<file path="src/rtl/modulo_escalonador_rolhas_if.sv">
// Operator, sealer and display-side signals of the cork-transfer scheduler.
// The master drives the line controls and the slave (scheduler) drives the counts and pulses.
interface modulo_escalonador_rolhas_if;
  logic       enable;
  logic       seal;
  logic       op_req;
  logic [6:0] op_qty;
  logic [4:0] buf_prin;
  logic [6:0] buf_sec;
  logic [1:0] estado;
  logic       ro;
  logic       op_ack;
  logic       op_reject;
  logic       refill_done;

  modport master (
    output enable, seal, op_req, op_qty,
    input  buf_prin, buf_sec, estado, ro, op_ack, op_reject, refill_done
  );

  modport slave (
    input  enable, seal, op_req, op_qty,
    output buf_prin, buf_sec, estado, ro, op_ack, op_reject, refill_done
  );
endinterface

</file>
<file path="src/rtl/modulo_escalonador_rolhas.sv">
// Cork-transfer scheduler: arbitrates the single transfer path between the automatic
// refill (secondary -> principal) and operator loads into secondary, one cork per clock,
// while the sealer consumes corks from principal concurrently.
module modulo_escalonador_rolhas #(
  parameter int INIT_SEC     = 20,
  parameter int SEC_MAX      = 99,
  parameter int MIN_PRIN     = 5,
  parameter int TRANSFER_QTY = 20
) (
  input logic clk,
  input logic clr,
  modulo_escalonador_rolhas_if.slave bus
);

  typedef enum logic [1:0] {
    IDLE   = 2'b00,
    REFILL = 2'b01,
    LOAD   = 2'b10
  } state_t;

  localparam logic [6:0] INIT_SEC_V = 7'(INIT_SEC);
  localparam logic [6:0] SEC_MAX_V  = 7'(SEC_MAX);
  localparam logic [4:0] MIN_PRIN_V = 5'(MIN_PRIN);
  localparam logic [6:0] XFER_V     = 7'(TRANSFER_QTY);

  state_t     state;
  state_t     state_next;
  logic [6:0] step;
  logic [4:0] buf_prin_q;
  logic [4:0] prin_next;
  logic [6:0] buf_sec_q;
  logic       op_req_q;
  logic       pending;
  logic [6:0] qty_reg;
  logic       ack_q;
  logic       reject_q;
  logic       done_q;

  logic       op_rise;
  logic       prin_low;
  logic       sec_enough;
  logic [7:0] load_sum;
  logic       load_over;
  logic       step_last;

  logic       start_refill;
  logic       start_load;
  logic       idle_ack;
  logic       idle_reject;
  logic       refill_step;
  logic       load_step;

  assign op_rise    = bus.op_req & ~op_req_q;
  assign prin_low   = buf_prin_q < MIN_PRIN_V;
  assign sec_enough = buf_sec_q >= XFER_V;
  assign load_sum   = {1'b0, buf_sec_q} + {1'b0, qty_reg};
  assign load_over  = load_sum > {1'b0, SEC_MAX_V};
  assign step_last  = step == 7'd1;

  // State register; a clear discards any in-flight transfer.
  always_ff @(posedge clk or negedge clr) begin
    if (!clr) state <= IDLE;
    else      state <= state_next;
  end

  // Next-state: refill beats the operator; steps only advance while enabled.
  always_comb begin
    state_next = state;
    case (state)
      IDLE: begin
        if (start_refill)    state_next = REFILL;
        else if (start_load) state_next = LOAD;
      end
      REFILL: if (refill_step && step_last) state_next = IDLE;
      LOAD:   if (load_step && step_last)   state_next = IDLE;
      default: state_next = IDLE;
    endcase
  end

  // Control decode: which transfer action the current state takes this cycle.
  always_comb begin
    start_refill = 1'b0;
    start_load   = 1'b0;
    idle_ack     = 1'b0;
    idle_reject  = 1'b0;
    refill_step  = 1'b0;
    load_step    = 1'b0;
    case (state)
      IDLE: begin
        if (bus.enable) begin
          if (prin_low && sec_enough) start_refill = 1'b1;
          else if (pending) begin
            if (qty_reg == 7'd0) idle_ack    = 1'b1;
            else if (load_over)  idle_reject = 1'b1;
            else                 start_load  = 1'b1;
          end
        end
      end
      REFILL:  refill_step = bus.enable;
      LOAD:    load_step   = bus.enable;
      default: ;
    endcase
  end

  // Principal count: refill adds one, a seal removes one unless already empty.
  always_comb begin
    prin_next = buf_prin_q;
    if (refill_step) prin_next = prin_next + 5'd1;
    if (bus.seal && buf_prin_q != 5'd0) prin_next = prin_next - 5'd1;
  end

  // Buffers, step counter, request capture and the one-cycle status pulses.
  always_ff @(posedge clk or negedge clr) begin
    if (!clr) begin
      step       <= 7'd0;
      buf_prin_q <= 5'd0;
      buf_sec_q  <= INIT_SEC_V;
      op_req_q   <= 1'b0;
      pending    <= 1'b0;
      qty_reg    <= 7'd0;
      ack_q      <= 1'b0;
      reject_q   <= 1'b0;
      done_q     <= 1'b0;
    end else begin
      op_req_q   <= bus.op_req;
      buf_prin_q <= prin_next;
      ack_q      <= idle_ack | (load_step & step_last);
      reject_q   <= idle_reject | (op_rise & pending);
      done_q     <= refill_step & step_last;

      if (idle_ack || idle_reject || start_load) pending <= 1'b0;
      else if (op_rise)                          pending <= 1'b1;

      if (op_rise && !pending) qty_reg <= bus.op_qty;

      if (start_refill)                  step <= XFER_V;
      else if (start_load)               step <= qty_reg;
      else if (refill_step || load_step) step <= step - 7'd1;

      if (refill_step)    buf_sec_q <= buf_sec_q - 7'd1;
      else if (load_step) buf_sec_q <= buf_sec_q + 7'd1;
    end
  end

  assign bus.buf_prin    = buf_prin_q;
  assign bus.buf_sec     = buf_sec_q;
  assign bus.estado      = state;
  assign bus.ro          = buf_prin_q == 5'd0;
  assign bus.op_ack      = ack_q;
  assign bus.op_reject   = reject_q;
  assign bus.refill_done = done_q;

  a_sec_max: assert property (@(posedge clk) disable iff (!clr) buf_sec_q <= SEC_MAX_V);
  a_sec_underflow: assert property (@(posedge clk) disable iff (!clr) !(refill_step && buf_sec_q == 7'd0));
  a_sec_overflow: assert property (@(posedge clk) disable iff (!clr) !(load_step && buf_sec_q >= SEC_MAX_V));
  a_prin_max: assert property (@(posedge clk) disable iff (!clr) !(refill_step && buf_prin_q == 5'd31));

endmodule

</file>
<file path="src/flat_wrapper.sv">
// flat-port wrapper written by rule: the top's interface ports become plain ports
module modulo_escalonador_rolhas_flat 
#(
  parameter int INIT_SEC     = 20,
  parameter int SEC_MAX      = 99,
  parameter int MIN_PRIN     = 5,
  parameter int TRANSFER_QTY = 20
)
  (clk, clr, bus_enable, bus_seal, bus_op_req, bus_op_qty, bus_buf_prin, bus_buf_sec, bus_estado, bus_ro, bus_op_ack, bus_op_reject, bus_refill_done);
  modulo_escalonador_rolhas_if bus_i ();
  input logic clk;
  input logic clr;
  input wire logic [$bits(bus_i.enable)-1:0] bus_enable;
  input wire logic [$bits(bus_i.seal)-1:0] bus_seal;
  input wire logic [$bits(bus_i.op_req)-1:0] bus_op_req;
  input wire logic [$bits(bus_i.op_qty)-1:0] bus_op_qty;
  output wire logic [$bits(bus_i.buf_prin)-1:0] bus_buf_prin;
  output wire logic [$bits(bus_i.buf_sec)-1:0] bus_buf_sec;
  output wire logic [$bits(bus_i.estado)-1:0] bus_estado;
  output wire logic [$bits(bus_i.ro)-1:0] bus_ro;
  output wire logic [$bits(bus_i.op_ack)-1:0] bus_op_ack;
  output wire logic [$bits(bus_i.op_reject)-1:0] bus_op_reject;
  output wire logic [$bits(bus_i.refill_done)-1:0] bus_refill_done;
  assign bus_i.enable = bus_enable;
  assign bus_i.seal = bus_seal;
  assign bus_i.op_req = bus_op_req;
  assign bus_i.op_qty = bus_op_qty;
  assign bus_buf_prin = bus_i.buf_prin;
  assign bus_buf_sec = bus_i.buf_sec;
  assign bus_estado = bus_i.estado;
  assign bus_ro = bus_i.ro;
  assign bus_op_ack = bus_i.op_ack;
  assign bus_op_reject = bus_i.op_reject;
  assign bus_refill_done = bus_i.refill_done;
  modulo_escalonador_rolhas #(.INIT_SEC(INIT_SEC), .SEC_MAX(SEC_MAX), .MIN_PRIN(MIN_PRIN), .TRANSFER_QTY(TRANSFER_QTY)) u_core (.clk(clk), .clr(clr), .bus(bus_i));
endmodule
</file>
<file path="config.mk">
export PLATFORM = sky130hd
export DESIGN_NAME = modulo_escalonador_rolhas_flat
export DESIGN_NICKNAME = d
export VERILOG_FILES = /design/src/rtl/modulo_escalonador_rolhas_if.sv /design/src/rtl/modulo_escalonador_rolhas.sv /design/src/flat_wrapper.sv
export SDC_FILE = /design/constraint.sdc
export NUM_CORES = 1
export LEC_CHECK = 0
export CAP_MARGIN = 25
export CELL_PAD_IN_SITES_DETAIL_PLACEMENT = 2
export CELL_PAD_IN_SITES_GLOBAL_PLACEMENT = 2
export CORE_ASPECT_RATIO = 0.6
export CORE_MARGIN = 2
export CORE_UTILIZATION = 37
export CTS_CLUSTER_SIZE = 25
export DETAILED_ROUTE_END_ITERATION = 10
export GPL_ROUTABILITY_DRIVEN = 0
export PLACE_DENSITY_LB_ADDON = 0.1
export SYNTH_ARGS = -nofsm -noshare
export SYNTH_HDL_FRONTEND = slang
export SYNTH_SLANG_ARGS = --single-unit
</file>
<file path="constraint.sdc">
create_clock -name clk -period 4.35 [get_ports clk]
set_clock_uncertainty 0.05 [all_clocks]
set_input_delay 0.87 -clock clk [delete_from_list [all_inputs] [get_ports clk]]
set_output_delay 0.87 -clock clk [all_outputs]
set_load 0.05 [all_outputs]
</file>
# After elaboration in Yosys (flattened, before gate mapping)
# Index checks and enable logic that the tools add are counted.
# Widths: inputs -> output; s select.
# totals
elab_cells	85
register_bits	33
mem_bits_ro	0
n_memories	0
mem_bits_rw	0
latchBits	0
output_inout_bits	18
in_bits	12
# classes
n_div	0
n_mul	0
n_eq_ne	6
n_mux	36
n_reduce_logical	17
n_shift	0
n_addsub	6
order_cmp	3
bitwise	7
# ops
op	count
$mux 7	5
$mux 1	24
$sub 7x1->7 const B	2
$mux 5	2
$add 7x7->8	1
$gt 8x7->1 const B	1
$mux 2	4
$add 7x1->7 const B	1
$eq 7x1->1 const B	1
$ge 7x5->1 const B	1
$logic_not 7->1	1
$pmux 2 s3	1
$add 5x1->5 const B	1
$logic_and 1x1->1	5
$logic_not 5->1	1
$lt 5x3->1 const B	1
$reduce_bool 5->1	1
$sub 5x1->5 const B	1
$and 1x1->1	4
$ne 2x1->1 const B	2
$reduce_bool 2->1	2
$logic_or 1x1->1	3
$ne 3x1->1 const B	1
$reduce_and 3->1	1
7 further kinds	8

# Logic depth before layout (Yosys ltp)
# logic_depth
ltp_word	11
depth_mapped	10
depth_no_buf	10

# Worst setup path before layout
# OpenSTA, ideal clock, no wires.
# synth_path
kind	register -> output
from	register u_core.buf_prin_q[1] (netlist: u_core.bus.buf_prin[1])
to	output port bus_ro
path_buffers	0
path_stages_with_launch	4
t_arrival_ns	2.529
t_required_ns	3.430
setup_slack_ns	0.901
path_cell_list	dfrtp_1 > inv_1 > ha_1 > nor4b_1
# synth_between
elab_chain_cells	1
# synth_rtl
item	line	rtl
from (decl)	modulo_escalonador_rolhas.sv:29	logic [4:0] buf_prin_q;
from (signal assigned)	modulo_escalonador_rolhas.sv:126	buf_prin_q <= prin_next;
$logic_not 5->1	modulo_escalonador_rolhas.sv:148	assign bus.ro = buf_prin_q == 5'd0;
to (decl)	flat_wrapper.sv:20	output wire logic [$bits(bus_i.ro)-1:0] bus_ro;
# Every way passes these cells.

# Worst setup path after layout
# layout_path
from	input port bus_enable
to	register u_core.buf_sec_q[6] (netlist: u_core.bus.buf_sec[6])
# layout_between
elab_chain_cells	2
# layout_rtl
item	line	rtl
from (decl)	flat_wrapper.sv:13	input wire logic [$bits(bus_i.enable)-1:0] bus_enable;
$mux 1	modulo_escalonador_rolhas.sv:88	case (state)
$mux 7 / $reduce_bool 2->1 (equally long branches)	--	
to (signal assigned)	modulo_escalonador_rolhas.sv:140	if (refill_step) buf_sec_q <= buf_sec_q - 7'd1;
to (signal assigned)	modulo_escalonador_rolhas.sv:141	else if (load_step) buf_sec_q <= buf_sec_q + 7'd1;
to (decl)	modulo_escalonador_rolhas.sv:31	logic [6:0] buf_sec_q;
# Parallel ways exist; a longest one is shown, timed or not.
# A chain may end at the register's enable or synchronous reset.

==> impl_metrics.env <==
export IMPL_synth_cells=233
export IMPL_critical_path_max_fanout=10
export IMPL_min_delay_path_class="reg2reg"
export IMPL_worstSetupEndpointType="flop"
export IMPL_floorplan_initialDensity=0.3947
export IMPL_clock_tree_root_cell="sky130_fd_sc_hd__clkbuf_8"
export IMPL_timing_critical_path_arrival_ps=3340
export IMPL_power_switching_mw=1.201
export IMPL_number_of_buffers_inserted_during_clock_tree_synthesis=5
export IMPL_post_cts_hold_buffer_count=0
export IMPL_tightestPinTransition_ps=847.7
export IMPL_ioPinCount=30
export IMPL_vdd_ir_drop_worst_v=0.0004437
export IMPL_count_of_standard_cell_rows=21
export IMPL_final_layout_size_suffix_gt1_frac=0.1086
export IMPL_yosysTopAreaCellShare=0.3431
export IMPL_sw_frac_of_total=0.5139
export IMPL_synth_area_leaders="sky130_fd_sc_hd__dfrtp_1 34%, sky130_fd_sc_hd__ha_1 9.4%, sky130_fd_sc_hd__nand2_1 4.2%"
export IMPL_cts_setup_buffers=0
export IMPL_io_buffer_count=29
export IMPL_met2WireLength_mm=3.090
export IMPL_tritoncts="yes"
export IMPL_maximum_number_of_pins_on_one_net_before_global_route_repair=31
export IMPL_hold_worst_slack_ps=502.1
export IMPL_drt_pre_antenna_iters=4
export IMPL_htree_levels=2
export IMPL_fin_nets=298
export IMPL_achievable_frequency_ghz=0.3106
export IMPL_area_growth_syn_to_layout_pct=21.14
export IMPL_clock_power_share=0.102
export IMPL_cts_sinks=33
export IMPL_status="complete, no violations"
export IMPL_cts_resized=0
export IMPL_core_area_um2=5728
export IMPL_synth_sequential_area_ratio=0.3664
export IMPL_finalCriticalPeriod_ps=3219
export IMPL_synthesis_nets=264
export IMPL_place_detailed_hpwl_mm=5.416
export IMPL_placed_cells_incl_taps=340
export IMPL_antenna_diode_count=0
export IMPL_synth_seq_cells=33
export IMPL_clkTransAtPathRegs_ps=70
export IMPL_floorplan_die_area_um2=6772
export IMPL_detail_route_iter0_violations=58
export IMPL_total_drc_errors_in_the_routed_layout=0
export IMPL_clock_latency_ps=280
export IMPL_dr_total_vias=1928
export IMPL_synthesis_area_per_instance_um2=9.704
export IMPL_cellLeakagePower_nw=1.142
export IMPL_synth_unique_cells=53
export IMPL_layout_common_cells="31 x sky130_fd_sc_hd__dfrtp_1, 29 x sky130_fd_sc_hd__clkdlybuf4s50_1, 25 x sky130_fd_sc_hd__nand2_1"
export IMPL_wl_met1_mm=3.750
export IMPL_top_layer_used="met4"
export IMPL_timing_setup_tns_ps=0
export IMPL_synth_enable_flop_cells=0
export IMPL_ant_nets=0
export IMPL_internal_power_mw=1.136
export IMPL_p_seq_frac=0.282
export IMPL_drt_wl_total_mm=7.090
export IMPL_async_flop_share=1.000
export IMPL_synth_largest_area_cell="sky130_fd_sc_hd__dfrtp_1"
export IMPL_cellPowerDensity_nw_per_um2=853.3
export IMPL_number_of_global_route_vias_before_repair=2070
export IMPL_cp_start_kind="primary input"
export IMPL_viasPerCell=5.556
export IMPL_clock_tree_buffer_depth=2
export IMPL_summed_instance_area_of_the_synthesized_netlist_um2=2261
export IMPL_wire_per_inst_um=20.43
export IMPL_maxSlewViolCount=0
export IMPL_final_common_cell="sky130_fd_sc_hd__dfrtp_1"
export IMPL_yosys_warnings=0
export IMPL_overflow_after_grt=0
export IMPL_fin_crit_sh=0.7400
export IMPL_cap_violations=0
export IMPL_ys_flop_type="sky130_fd_sc_hd__dfrtp_1"
export IMPL_rsz0062_at_grt="false"
export IMPL_timing_final_hold_violations=0
export IMPL_timing_setup_critical_path_class="in2reg"
export IMPL_die_h_um=64.55
export IMPL_slew_headroom=0.4337
export IMPL_die_width_um=104.9
export IMPL_p_comb_frac=0.616
export IMPL_required_ps=4470
export IMPL_grt_pass1_wl_mm=11.45
export IMPL_overall_routing_resource_usage=0.2218
export IMPL_wl_met3_um=222
export IMPL_finish_stage_setup_viols=0
export IMPL_layoutNonFillerInstCount=347
export IMPL_antenna_found_initial=0
-- area by class of cell --
class | instances | area, µm²
clock buffer | 7 | 86.33
inverter | 14 | 52.55
tap | 80 | 100.1
sequential | 33 | 828.3
multi-input combinational | 181 | 1359
fill | 635 | 2989
timing repair buffer | 32 | 312.8
-- power groups by stage --
stage                     Clock, mW  Sequential (mW)  Combinational, mW
after floorplan                   0            0.806              0.832
after detailed placement          0            0.664               1.43
after CTS                     0.244            0.659               1.45
after global routing          0.260            0.687               1.57
after global placement            0            0.652               1.38
final                         0.238            0.659               1.44
-- worst paths after layout --
| path | from | to | slack (ps) | cells after the start |
|---|---|---|---|---|
| min in group asynchronous | clr | u_core.bus.buf_prin[2] | 740 | 1 |
| setup reg to reg | u_core.bus.estado[0] | u_core.bus.buf_sec[6] | 1450 | 10 |
| max in group asynchronous | clr | u_core.bus.buf_sec[4] | 2800 | 2 |
| hold / removal | u_core.bus.estado[1] | u_core.bus.estado[0] | 500 | 1 |
| hold reg to reg | u_core.bus.estado[1] | u_core.bus.estado[0] | 500 | 1 |
| setup / recovery | bus_enable | u_core.bus.buf_sec[6] | 1130 | 10 |
-- synth_stat cells (2+ instances only) --
cell type	count
sky130_fd_sc_hd__ha_1	17
sky130_fd_sc_hd__inv_1	13
sky130_fd_sc_hd__xnor2_1	10
sky130_fd_sc_hd__o21ai_0	11
sky130_fd_sc_hd__o21a_1	5
sky130_fd_sc_hd__nor3b_1	3
sky130_fd_sc_hd__fa_1	2
sky130_fd_sc_hd__nand2_1	25
sky130_fd_sc_hd__dfstp_2	2
sky130_fd_sc_hd__mux2_2	7
sky130_fd_sc_hd__o21ai_1	5
sky130_fd_sc_hd__nand3_1	7
sky130_fd_sc_hd__xor2_1	7
sky130_fd_sc_hd__nor4b_1	2
sky130_fd_sc_hd__nor3_1	4
sky130_fd_sc_hd__dfrtp_1	31
sky130_fd_sc_hd__clkbuf_1	3
sky130_fd_sc_hd__o31ai_1	4
sky130_fd_sc_hd__buf_2	2
sky130_fd_sc_hd__nor2b_1	6
sky130_fd_sc_hd__a21o_1	4
sky130_fd_sc_hd__a211oi_1	3
sky130_fd_sc_hd__mux2_1	5
sky130_fd_sc_hd__o211ai_1	4
sky130_fd_sc_hd__a21oi_1	11
sky130_fd_sc_hd__o22ai_1	2
sky130_fd_sc_hd__nand4_1	2
sky130_fd_sc_hd__a31oi_1	3
sky130_fd_sc_hd__nor2_1	9
-- per-stage QoR --
stage,util,power (mW),setup slack [ps],cell area [µm²]
finish,0.4782,2.337,1131,2739
global route,0.4782,2.516,990.8,2739
CTS,0.4782,2.348,1114,2739
detailed placement,0.4631,2.093,854.8,2653
global placement,0.4631,2.032,977.7,2653
floorplan,-,1.638,901.4,2261
-- critical path, cell delays in order --
cell and delay [ps]:
sky130_fd_sc_hd__clkdlybuf4s50_1 440, sky130_fd_sc_hd__nand2_1 170, sky130_fd_sc_hd__inv_2 140, sky130_fd_sc_hd__ha_1 370, sky130_fd_sc_hd__nor2b_1 170, sky130_fd_sc_hd__o21ai_1 90
sky130_fd_sc_hd__a21oi_1 200, sky130_fd_sc_hd__o21a_1 220, sky130_fd_sc_hd__mux2_1 350, sky130_fd_sc_hd__a311o_1 310
-- kinds of logic (layout without fill, tap and decap cells) --
logic type               count (synthesis)  in the layout  synth area share
AND/OR/NAND/NOR                         69             69            0.1638
AO/OA/AOI/OAI                           63             63            0.1954
flip-flops                              33             33            0.3664
adder cells (fa/ha/maj)                 19             19            0.1118
buffers and inverters                   19             53           0.03265
XOR/XNOR                                17             17           0.06585
multiplexers                            13             13           0.06420
-- layer usage --
layer  vias to the layer above  global-route usage
met2                        31              0.3450
met3                         2             0.03521
met5                         -                   0
met4                         0             0.03500
li1                        909                   -
met1                       986              0.3302
Power figures use the tool's default switching activity.
